<file path="src/rtl/modulo_varredura_coord_at_pkg.sv">
// Shared types and constants for the coordinate scanner.
// Holds the FSM state type, coordinate width and default scan geometry.
package modulo_varredura_coord_at_pkg;

   typedef enum logic [1:0] {
      ST_IDLE,
      ST_DRIVE,
      ST_HOLD,
      ST_DONE
   } state_t;

   localparam int COORD_W   = 3;
   localparam int CNT_W     = 8;
   localparam int N_COL_DEF = 5;
   localparam int N_ROW_DEF = 7;
   localparam int DWELL_DEF = 4;

   function automatic logic [COORD_W-1:0] coord_max(input int n);
      return COORD_W'(n - 1);
   endfunction

endpackage

</file>
<file path="src/rtl/modulo_varredura_coord_at_contador.sv">
// Loadable down-counter with zero flag, used to time the dwell
// period of each coordinate.
module modulo_contador_dwell_at
   import modulo_varredura_coord_at_pkg::*;
(
   input  logic             clk,
   input  logic             rst,
   input  logic             load,
   input  logic             dec,
   input  logic [CNT_W-1:0] load_val,
   output logic             zero
);

   logic [CNT_W-1:0] cnt_q;
   logic [CNT_W-1:0] cnt_d;

   // Load has priority; decrement saturates at zero.
   always_comb begin
      cnt_d = cnt_q;
      if (load) begin
         cnt_d = load_val;
      end else if (dec && (cnt_q != '0)) begin
         cnt_d = cnt_q - CNT_W'(1);
      end
   end

   // Counter register.
   always_ff @(posedge clk or posedge rst) begin
      if (rst) begin
         cnt_q <= '0;
      end else begin
         cnt_q <= cnt_d;
      end
   end

   assign zero = (cnt_q == '0);

endmodule

</file>
<file path="src/rtl/modulo_varredura_coord_at.sv">
// Row-major coordinate scanner with valid/ack handoff and dwell timer.
// Optional macro SCAN_CONTINUOUS_EN restarts the frame at (0,0) forever.
module modulo_varredura_coord_at
   import modulo_varredura_coord_at_pkg::*;
#(
   parameter int N_COL = N_COL_DEF,
   parameter int N_ROW = N_ROW_DEF,
   parameter int DWELL = DWELL_DEF
) (
   input  logic               clk,
   input  logic               rst,
   input  logic               start,
   input  logic               ack,
   output logic [COORD_W-1:0] mdc,
   output logic [COORD_W-1:0] mdl,
   output logic               coord_valid,
   output logic               busy,
   output logic               frame_done
);

   localparam logic [COORD_W-1:0] COL_MAX  = coord_max(N_COL);
   localparam logic [COORD_W-1:0] ROW_MAX  = coord_max(N_ROW);
   localparam logic [CNT_W-1:0]   DWELL_LD = CNT_W'(DWELL - 1);

   state_t             state_q, state_d;
   logic [COORD_W-1:0] mdc_q, mdc_d;
   logic [COORD_W-1:0] mdl_q, mdl_d;
   logic               valid_q, valid_d;
   logic               busy_q, busy_d;
   logic               fdone_q, fdone_d;
   logic               cnt_load;
   logic               cnt_dec;
   logic               cnt_zero;
   logic               col_last;
   logic               row_last;

   assign col_last = (mdc_q == COL_MAX);
   assign row_last = (mdl_q == ROW_MAX);

   modulo_contador_dwell_at u_dwell (
      .clk      (clk),
      .rst      (rst),
      .load     (cnt_load),
      .dec      (cnt_dec),
      .load_val (DWELL_LD),
      .zero     (cnt_zero)
   );

   // Next-state and next-output logic for the scan FSM.
   always_comb begin
      state_d  = state_q;
      mdc_d    = mdc_q;
      mdl_d    = mdl_q;
      valid_d  = valid_q;
      busy_d   = busy_q;
      fdone_d  = 1'b0;
      cnt_load = 1'b0;
      cnt_dec  = 1'b0;
      unique case (state_q)
         ST_IDLE: begin
            if (start) begin
               state_d = ST_DRIVE;
               mdc_d   = '0;
               mdl_d   = '0;
               valid_d = 1'b1;
               busy_d  = 1'b1;
            end
         end
         ST_DRIVE: begin
            if (ack) begin
               state_d  = ST_HOLD;
               valid_d  = 1'b0;
               cnt_load = 1'b1;
            end
         end
         ST_HOLD: begin
            if (!cnt_zero) begin
               cnt_dec = 1'b1;
            end else if (col_last && row_last) begin
               state_d = ST_DONE;
               mdc_d   = '0;
               mdl_d   = '0;
               fdone_d = 1'b1;
`ifdef SCAN_CONTINUOUS_EN
               busy_d  = 1'b1;
`else
               busy_d  = 1'b0;
`endif
            end else begin
               state_d = ST_DRIVE;
               valid_d = 1'b1;
               if (col_last) begin
                  mdc_d = '0;
                  mdl_d = mdl_q + COORD_W'(1);
               end else begin
                  mdc_d = mdc_q + COORD_W'(1);
               end
            end
         end
         ST_DONE: begin
`ifdef SCAN_CONTINUOUS_EN
            state_d = ST_DRIVE;
            valid_d = 1'b1;
`else
            state_d = ST_IDLE;
`endif
         end
         default: begin
            state_d = ST_IDLE;
         end
      endcase
   end

   // FSM state and registered outputs.
   always_ff @(posedge clk or posedge rst) begin
      if (rst) begin
         state_q <= ST_IDLE;
         mdc_q   <= '0;
         mdl_q   <= '0;
         valid_q <= 1'b0;
         busy_q  <= 1'b0;
         fdone_q <= 1'b0;
      end else begin
         state_q <= state_d;
         mdc_q   <= mdc_d;
         mdl_q   <= mdl_d;
         valid_q <= valid_d;
         busy_q  <= busy_d;
         fdone_q <= fdone_d;
      end
   end

   assign mdc         = mdc_q;
   assign mdl         = mdl_q;
   assign coord_valid = valid_q;
   assign busy        = busy_q;
   assign frame_done  = fdone_q;

endmodule

</file>
<file path="config.mk">
export PLATFORM = sky130hd
export DESIGN_NAME = modulo_varredura_coord_at
export DESIGN_NICKNAME = d
export VERILOG_FILES = /design/src/rtl/modulo_varredura_coord_at_pkg.sv /design/src/rtl/modulo_varredura_coord_at_contador.sv /design/src/rtl/modulo_varredura_coord_at.sv
export SDC_FILE = /design/constraint.sdc
export NUM_CORES = 1
export LEC_CHECK = 0
export BUFFER_PORTS_ARGS = -buffer_cell sky130_fd_sc_hd__buf_4
export CORE_MARGIN = 2
export CORE_UTILIZATION = 40
export CTS_CLUSTER_DIAMETER = 120
export DETAILED_ROUTE_END_ITERATION = 8
export GPL_TIMING_DRIVEN = 0
export HOLD_SLACK_MARGIN = 0.08
export PLACE_DENSITY = 0.71
export SETUP_SLACK_MARGIN = 0.4
export SYNTH_ARGS = -nofsm -noshare
export SYNTH_HDL_FRONTEND = slang
export SYNTH_SLANG_ARGS = --single-unit
</file>
<file path="constraint.sdc">
create_clock -name clk -period 1.5 [get_ports clk]
set_input_delay 0.3 -clock clk [delete_from_list [all_inputs] [get_ports clk]]
set_output_delay 0.3 -clock clk [all_outputs]
set_load 0.01 [all_outputs]
</file>
* Word-level counts from Yosys, hierarchy flattened *
Index checks and enable logic that the tools add are counted.

storage, ports and cells
  memories = 0
  register bits = 19
  memory bits (read-only) = 0
  bits of input ports = 4
  logic and storage cells = 65
  RAM bits = 0
  bits in latches = 0

cells by class
  shift-type cells = 0
  equality and inequality tests = 11
  mux-type cells = 31
  reduce and logical (&&, ||, !) cells = 13
  add/subtract/negate cells = 3
  div/mod/pow operators = 0
  $mul = 0
  bitwise gates (word level) = 0
  $lt $le $gt $ge = 0

operator list
  operator             number
  $mux 3               7
  $mux 8               2
  $mux 1               13
  $pmux 3 s2           2
  $ne 2x2->1 const B   5
  $logic_not 8->1      1
  $mux 2               4
  $pmux 2 s4           1
  $reduce_and 4->1     2
  $reduce_bool 8->1    1
  $sub 8x1->8 const B  1
  $add 3x1->3 const B  2
  $eq 3x3->1 const B   2
  $reduce_and 3->1     2
  $reduce_and 5->1     1
  $eq 2x2->1 const B   2
  $reduce_bool 2->1    2
  $ne 3x3->1 const B   1
  $pmux 1 s3           1
  $reduce_bool 3->1    1
  $eq 2x1->1 const B   1
  $logic_and 1x1->1    2
  $logic_not 2->1      1
  $pmux 1 s2           1

* Logic depth before layout (Yosys ltp) *
  depth after elaboration = 6
  depth in mapped cells = 6
  gate-level depth less buffers = 6

* By module *
Synthesis repeated with hierarchy kept, for this count alone.

second synthesis, totals
  cells, all modules = 122
  area, all modules = 1128.6 µm²

modules (own cells, without submodules)
  module                     sequential area each (µm²)  cells each  area an instance (µm²)  times used
  modulo_varredura_coord_at  275.3                       69          633.1                   1
  modulo_contador_dwell_at   200.2                       53          495.5                   1

* Worst setup path before layout *
Ideal clock, no wire load.

  path kind = register to register
  start point = register u_dwell.cnt_q[0]
  end point = register mdc_q[0], in the netlist mdc[0]
  slack = -0.142 ns
  clock period less this slack = 1.642 ns
  library setup time = 0.069 ns
  buffers on the path = 0
  stages on the path, launching flop included = 7
  data required time = 1.431 ns
  arrival = 1.573 ns
  cell sequence = dfrtp_1 > inv_1 > ha_1 > nor3b_2 > nand2_2 > or4_1 > nand3_1

between the ends
  longest elaborated chain between the ends = 3

RTL lines
  element                     line                                      RTL
  start: declaration          modulo_varredura_coord_at_contador.sv:14  logic [CNT_W-1:0] cnt_q;
  start signal: assignment    modulo_varredura_coord_at_contador.sv:32  cnt_q <= cnt_d;
  $logic_not 8->1             modulo_varredura_coord_at_contador.sv:36  assign zero = (cnt_q == '0);
  $ne 2x2->1 (no line)        --
  $reduce_and 3->1 (no line)  --
  end signal: assignment      modulo_varredura_coord_at.sv:125          mdc_q <= mdc_d;
  end: declaration            modulo_varredura_coord_at.sv:26           logic [COORD_W-1:0] mdc_q, mdc_d;

No other way between the ends.
A chain may end at the register's enable or synchronous reset.

* Worst setup path in the final report *
  start point = register u_dwell.cnt_q[3]
  end point = register mdl_q[2], in the netlist mdl[2]

between the ends
  longest elaborated chain between the ends = 3

RTL lines
  element                     line                                      RTL
  $logic_not 8->1             modulo_varredura_coord_at_contador.sv:36
  $ne 2x2->1 (no line)        --
  $reduce_and 4->1 (no line)  --
  end signal: assignment      modulo_varredura_coord_at.sv:126          mdl_q <= mdl_d;
  end: declaration            modulo_varredura_coord_at.sv:27           logic [COORD_W-1:0] mdl_q, mdl_d;

No other way between the ends.

==> results.json <==
{
  "drt_iter0_markers": 22,
  "cp-start-kind": "flop",
  "fin_skew_ns": 0.00874,
  "ios": 13,
  "violations": "negative setup slack",
  "wl_met2_um": 1470,
  "area_delta_synth_final_pct": 50.7,
  "path_buf_inv": 2,
  "die_y_um": 55.0,
  "syn_nets": 118,
  "start_util_pct": 42.0,
  "antenna_found_initial": 0,
  "cts_root_buf": "clkbuf_4",
  "vias": 997,
  "grt_max_degree": 20,
  "worst_setup_path_end_kind": "flop",
  "drv_slew": 0,
  "grt_pass1_vias": 942,
  "critPathArrivalTime_ns": 1.79,
  "core_um2": 2480,
  "path_max_fanout": 6,
  "diodes": 0,
  "outcome": "finished, violations left",
  "ir_worst_vdd_uv": 996,
  "gp_routability_congestion": 0.797,
  "drc": 0,
  "hold_path.class": "in2async",
  "cap_violations": 0,
  "setup_viol": 8,
  "grt_util_all_layers_pct": 20.0,
  "io_buffer_count": 12,
  "finalNetCount": 159,
  "worst_pin_slew_ns": 0.768,
  "syn_avg_cell_area_um2": 9.64,
  "p_total_uw": 2550,
  "ys_seq_area_share_pct": 45.7,
  "postPlaceCellArea_um2": 1200,
  "netlist_instances": 108,
  "reg2reg_from": "u_dwell.cnt_q[3]",
  "critPathTopFamily": "flip-flops",
  "slew-limit-headroom_pct": 48.8,
  "fin_crit_sh_pct": 106,
  "first_pass_iters": 4,
  "cts_tree": "built",
  "design_area_um2": 1570,
  "synth_cell_types": 32,
  "fp.dieW_um": 55.0,
  "crit_type": "reg2reg",
  "fin_ws_ns": -0.0873,
  "yosysWarnings": 0,
  "ctsLongestPathBuffers": 2,
  "drive_gt1_share_pct": 47.3,
  "highest_layer": "met4",
  "cp_slowest_cell": "dfrtp_2",
  "fmax_mhz": 630,
  "dr_wl_met3_um": 64,
  "finalHoldViolations": 0,
  "rows": 18,
  "wl_per_cell_um": 16.2,
  "wl_um": 2890,
  "crit_start": "u_dwell.cnt_q[3]",
  "numCtsBuffers": 3,
  "die-area_um2": 3030,
  "hpwl_um": 1520,
  "worst_ep_required_time_ns": 1.70,
  "p_leak_uw": 0.000742,
  "pwr_density_cell_nw_per_um2": 1630,
  "period_needed_ns": 1.59,
  "cts_sinks": 19,
  "synth_area_um2": 1040,
  "slowest_delay_ns": 0.44,
  "clk_pin_slew_ns": 0.11,
  "ys_ff_latch": 19,
  "grt_first_pass_wirelength_um": 4220,
  "worstPathCellList": "nor4_4 > buf_4 > nand4_1 > buf_6 > o2bb2ai_4 > a21o_1",
  "met1_length_um": 1260,
  "ctsHtreeMaxLevel": 1,
  "overflow": 0,
  "n_fill_cell": 202,
  "antenna_left": 0,
  "vias_per_cell": 5.60,
  "rsz0062_at_grt": "yes",
  "clk_latency_ns": 0.30
}
==> worst register-to-register path, stage by stage (launching register included) <==
cell and delay [ns]:
dfrtp_2 0.44, nor4_4 0.32, buf_4 0.20, nand4_1 0.11, buf_6 0.16, o2bb2ai_4 0.12
a21o_1 0.16
==> through the flow <==
stage	std cells	util (%)	setup TNS (ns)	worst slack, ns	hold WS [ns]
floorplan	108	-	-0.113	-0.0404	0.251
global placement	150	48.5	-1.52	-0.203	0.469
detailed placement	150	48.5	-1.90	-0.238	0.472
CTS	171	59.3	-0.138	-0.0548	0.146
global route	178	63.3	-1.10	-0.130	0.169
finish	178	63.3	-0.247	-0.0873	0.130
==> logic make-up (layout without fill, tap and decap cells) <==
group           Yosys count  count (layout)  synth area share (%)
simple gates             54              54                  29.3
fa+ha+maj                 6               6                  7.21
buf+inv                   8              48                  2.88
compound gates           15              15                  9.14
mux                       6               6                  5.77
flops                    19              19                  45.7
==> layer usage <==
layer  GRT usage (%)  vias up
li1                -      465
met2            33.7       25
met1            24.9      499
met5               0        -
met4            10.6        0
met3            2.69        8
==> path summary, 6_finish.rpt <==
check	endpoint	slack [ns]	depth (start not counted)
max	mdl[2]	-0.09	6
max in group asynchronous	mdc[0]	0.83	2
min in group clk	state_q[0]	0.27	4
min	busy	0.13	2
min reg2reg	mdc[2]	0.56	1
max reg2reg	mdl[2]	-0.09	6
==> final cells by class <==
cell class                 instances  area, µm²  area share [%]
sequential                        19        479            30.5
clock buffer                       4       26.3            1.67
timing repair buffer              36        315            20.1
inverter                           6       22.5            1.44
buffer                             2       21.3            1.36
tap                               30       37.5            2.39
multi-input combinational         81        667            42.5
==> flip-flops by register name, summed over array words and instances (netlist names) <==
signal and flops:
coord_valid 1, busy 1, mdc 3, mdl 3, state_q 2, u_dwell.cnt_q 8
frame_done 1
==> cell usage after synthesis <==
cell type	number	area share, %
dfrtp_1	19	46
nand3_1	11	5.3
nor2_1	11	4.0
nand2_1	9	3.2
ha_1	6	7.2
inv_1	6	2.2
mux2i_1	6	5.8
a21oi_1	4	1.9
o21ai_0	4	1.9
nand4_1	3	1.8
nor3_1	3	1.4
and2_1	2	1.2
clkbuf_1	2	0.72
nand3b_1	2	1.4
nor3b_1	2	1.4
o31ai_1	2	1.4
a21o_1	1	0.72
a31o_2	1	0.84
and3_1	1	0.60
and3b_1	1	0.84
nand2_2	1	0.60
nand2b_1	1	0.60
nand4b_1	1	0.84
nor2b_1	1	0.60
nor3b_2	1	1.2
nor4_1	1	0.60
nor4_4	1	2.0
o211ai_1	1	0.72
o21bai_1	1	0.72
o2bb2ai_1	1	0.84
or3b_2	1	0.84
or4_1	1	0.72
==> where the power goes <==
part	switching (µW)	internal, µW
Sequential	151	648
Clock	158	103
Combinational	729	764
==> cells in the final DEF, fill, tap and decap left out, types with 2 or more instances in the layout <==
cell type,n
inv_2,2
nand4_1,3
nor2_1,9
ha_1,4
clkbuf_4,4
nand2_2,2
inv_1,4
nor3_2,3
buf_6,12
a21oi_1,3
nor3b_1,2
o21ai_0,2
mux2i_1,6
o21ai_1,2
dfrtp_1,16
nand3_2,2
dfrtp_2,3
nand3_1,8
nand2_1,8
o31ai_2,2
buf_4,24
nand3b_1,2
==> repair_timing <==
| action | CTS | global route |
|---|---|---|
| hold buffers | 0 | 0 |
| buffers inserted | 17 | 7 |
| gates resized for setup | 28 | 10 |
| endpoints found under the setup margin | 28 | 28 |
| pin swaps | 9 | 8 |
(Power assumes the default switching activity.)
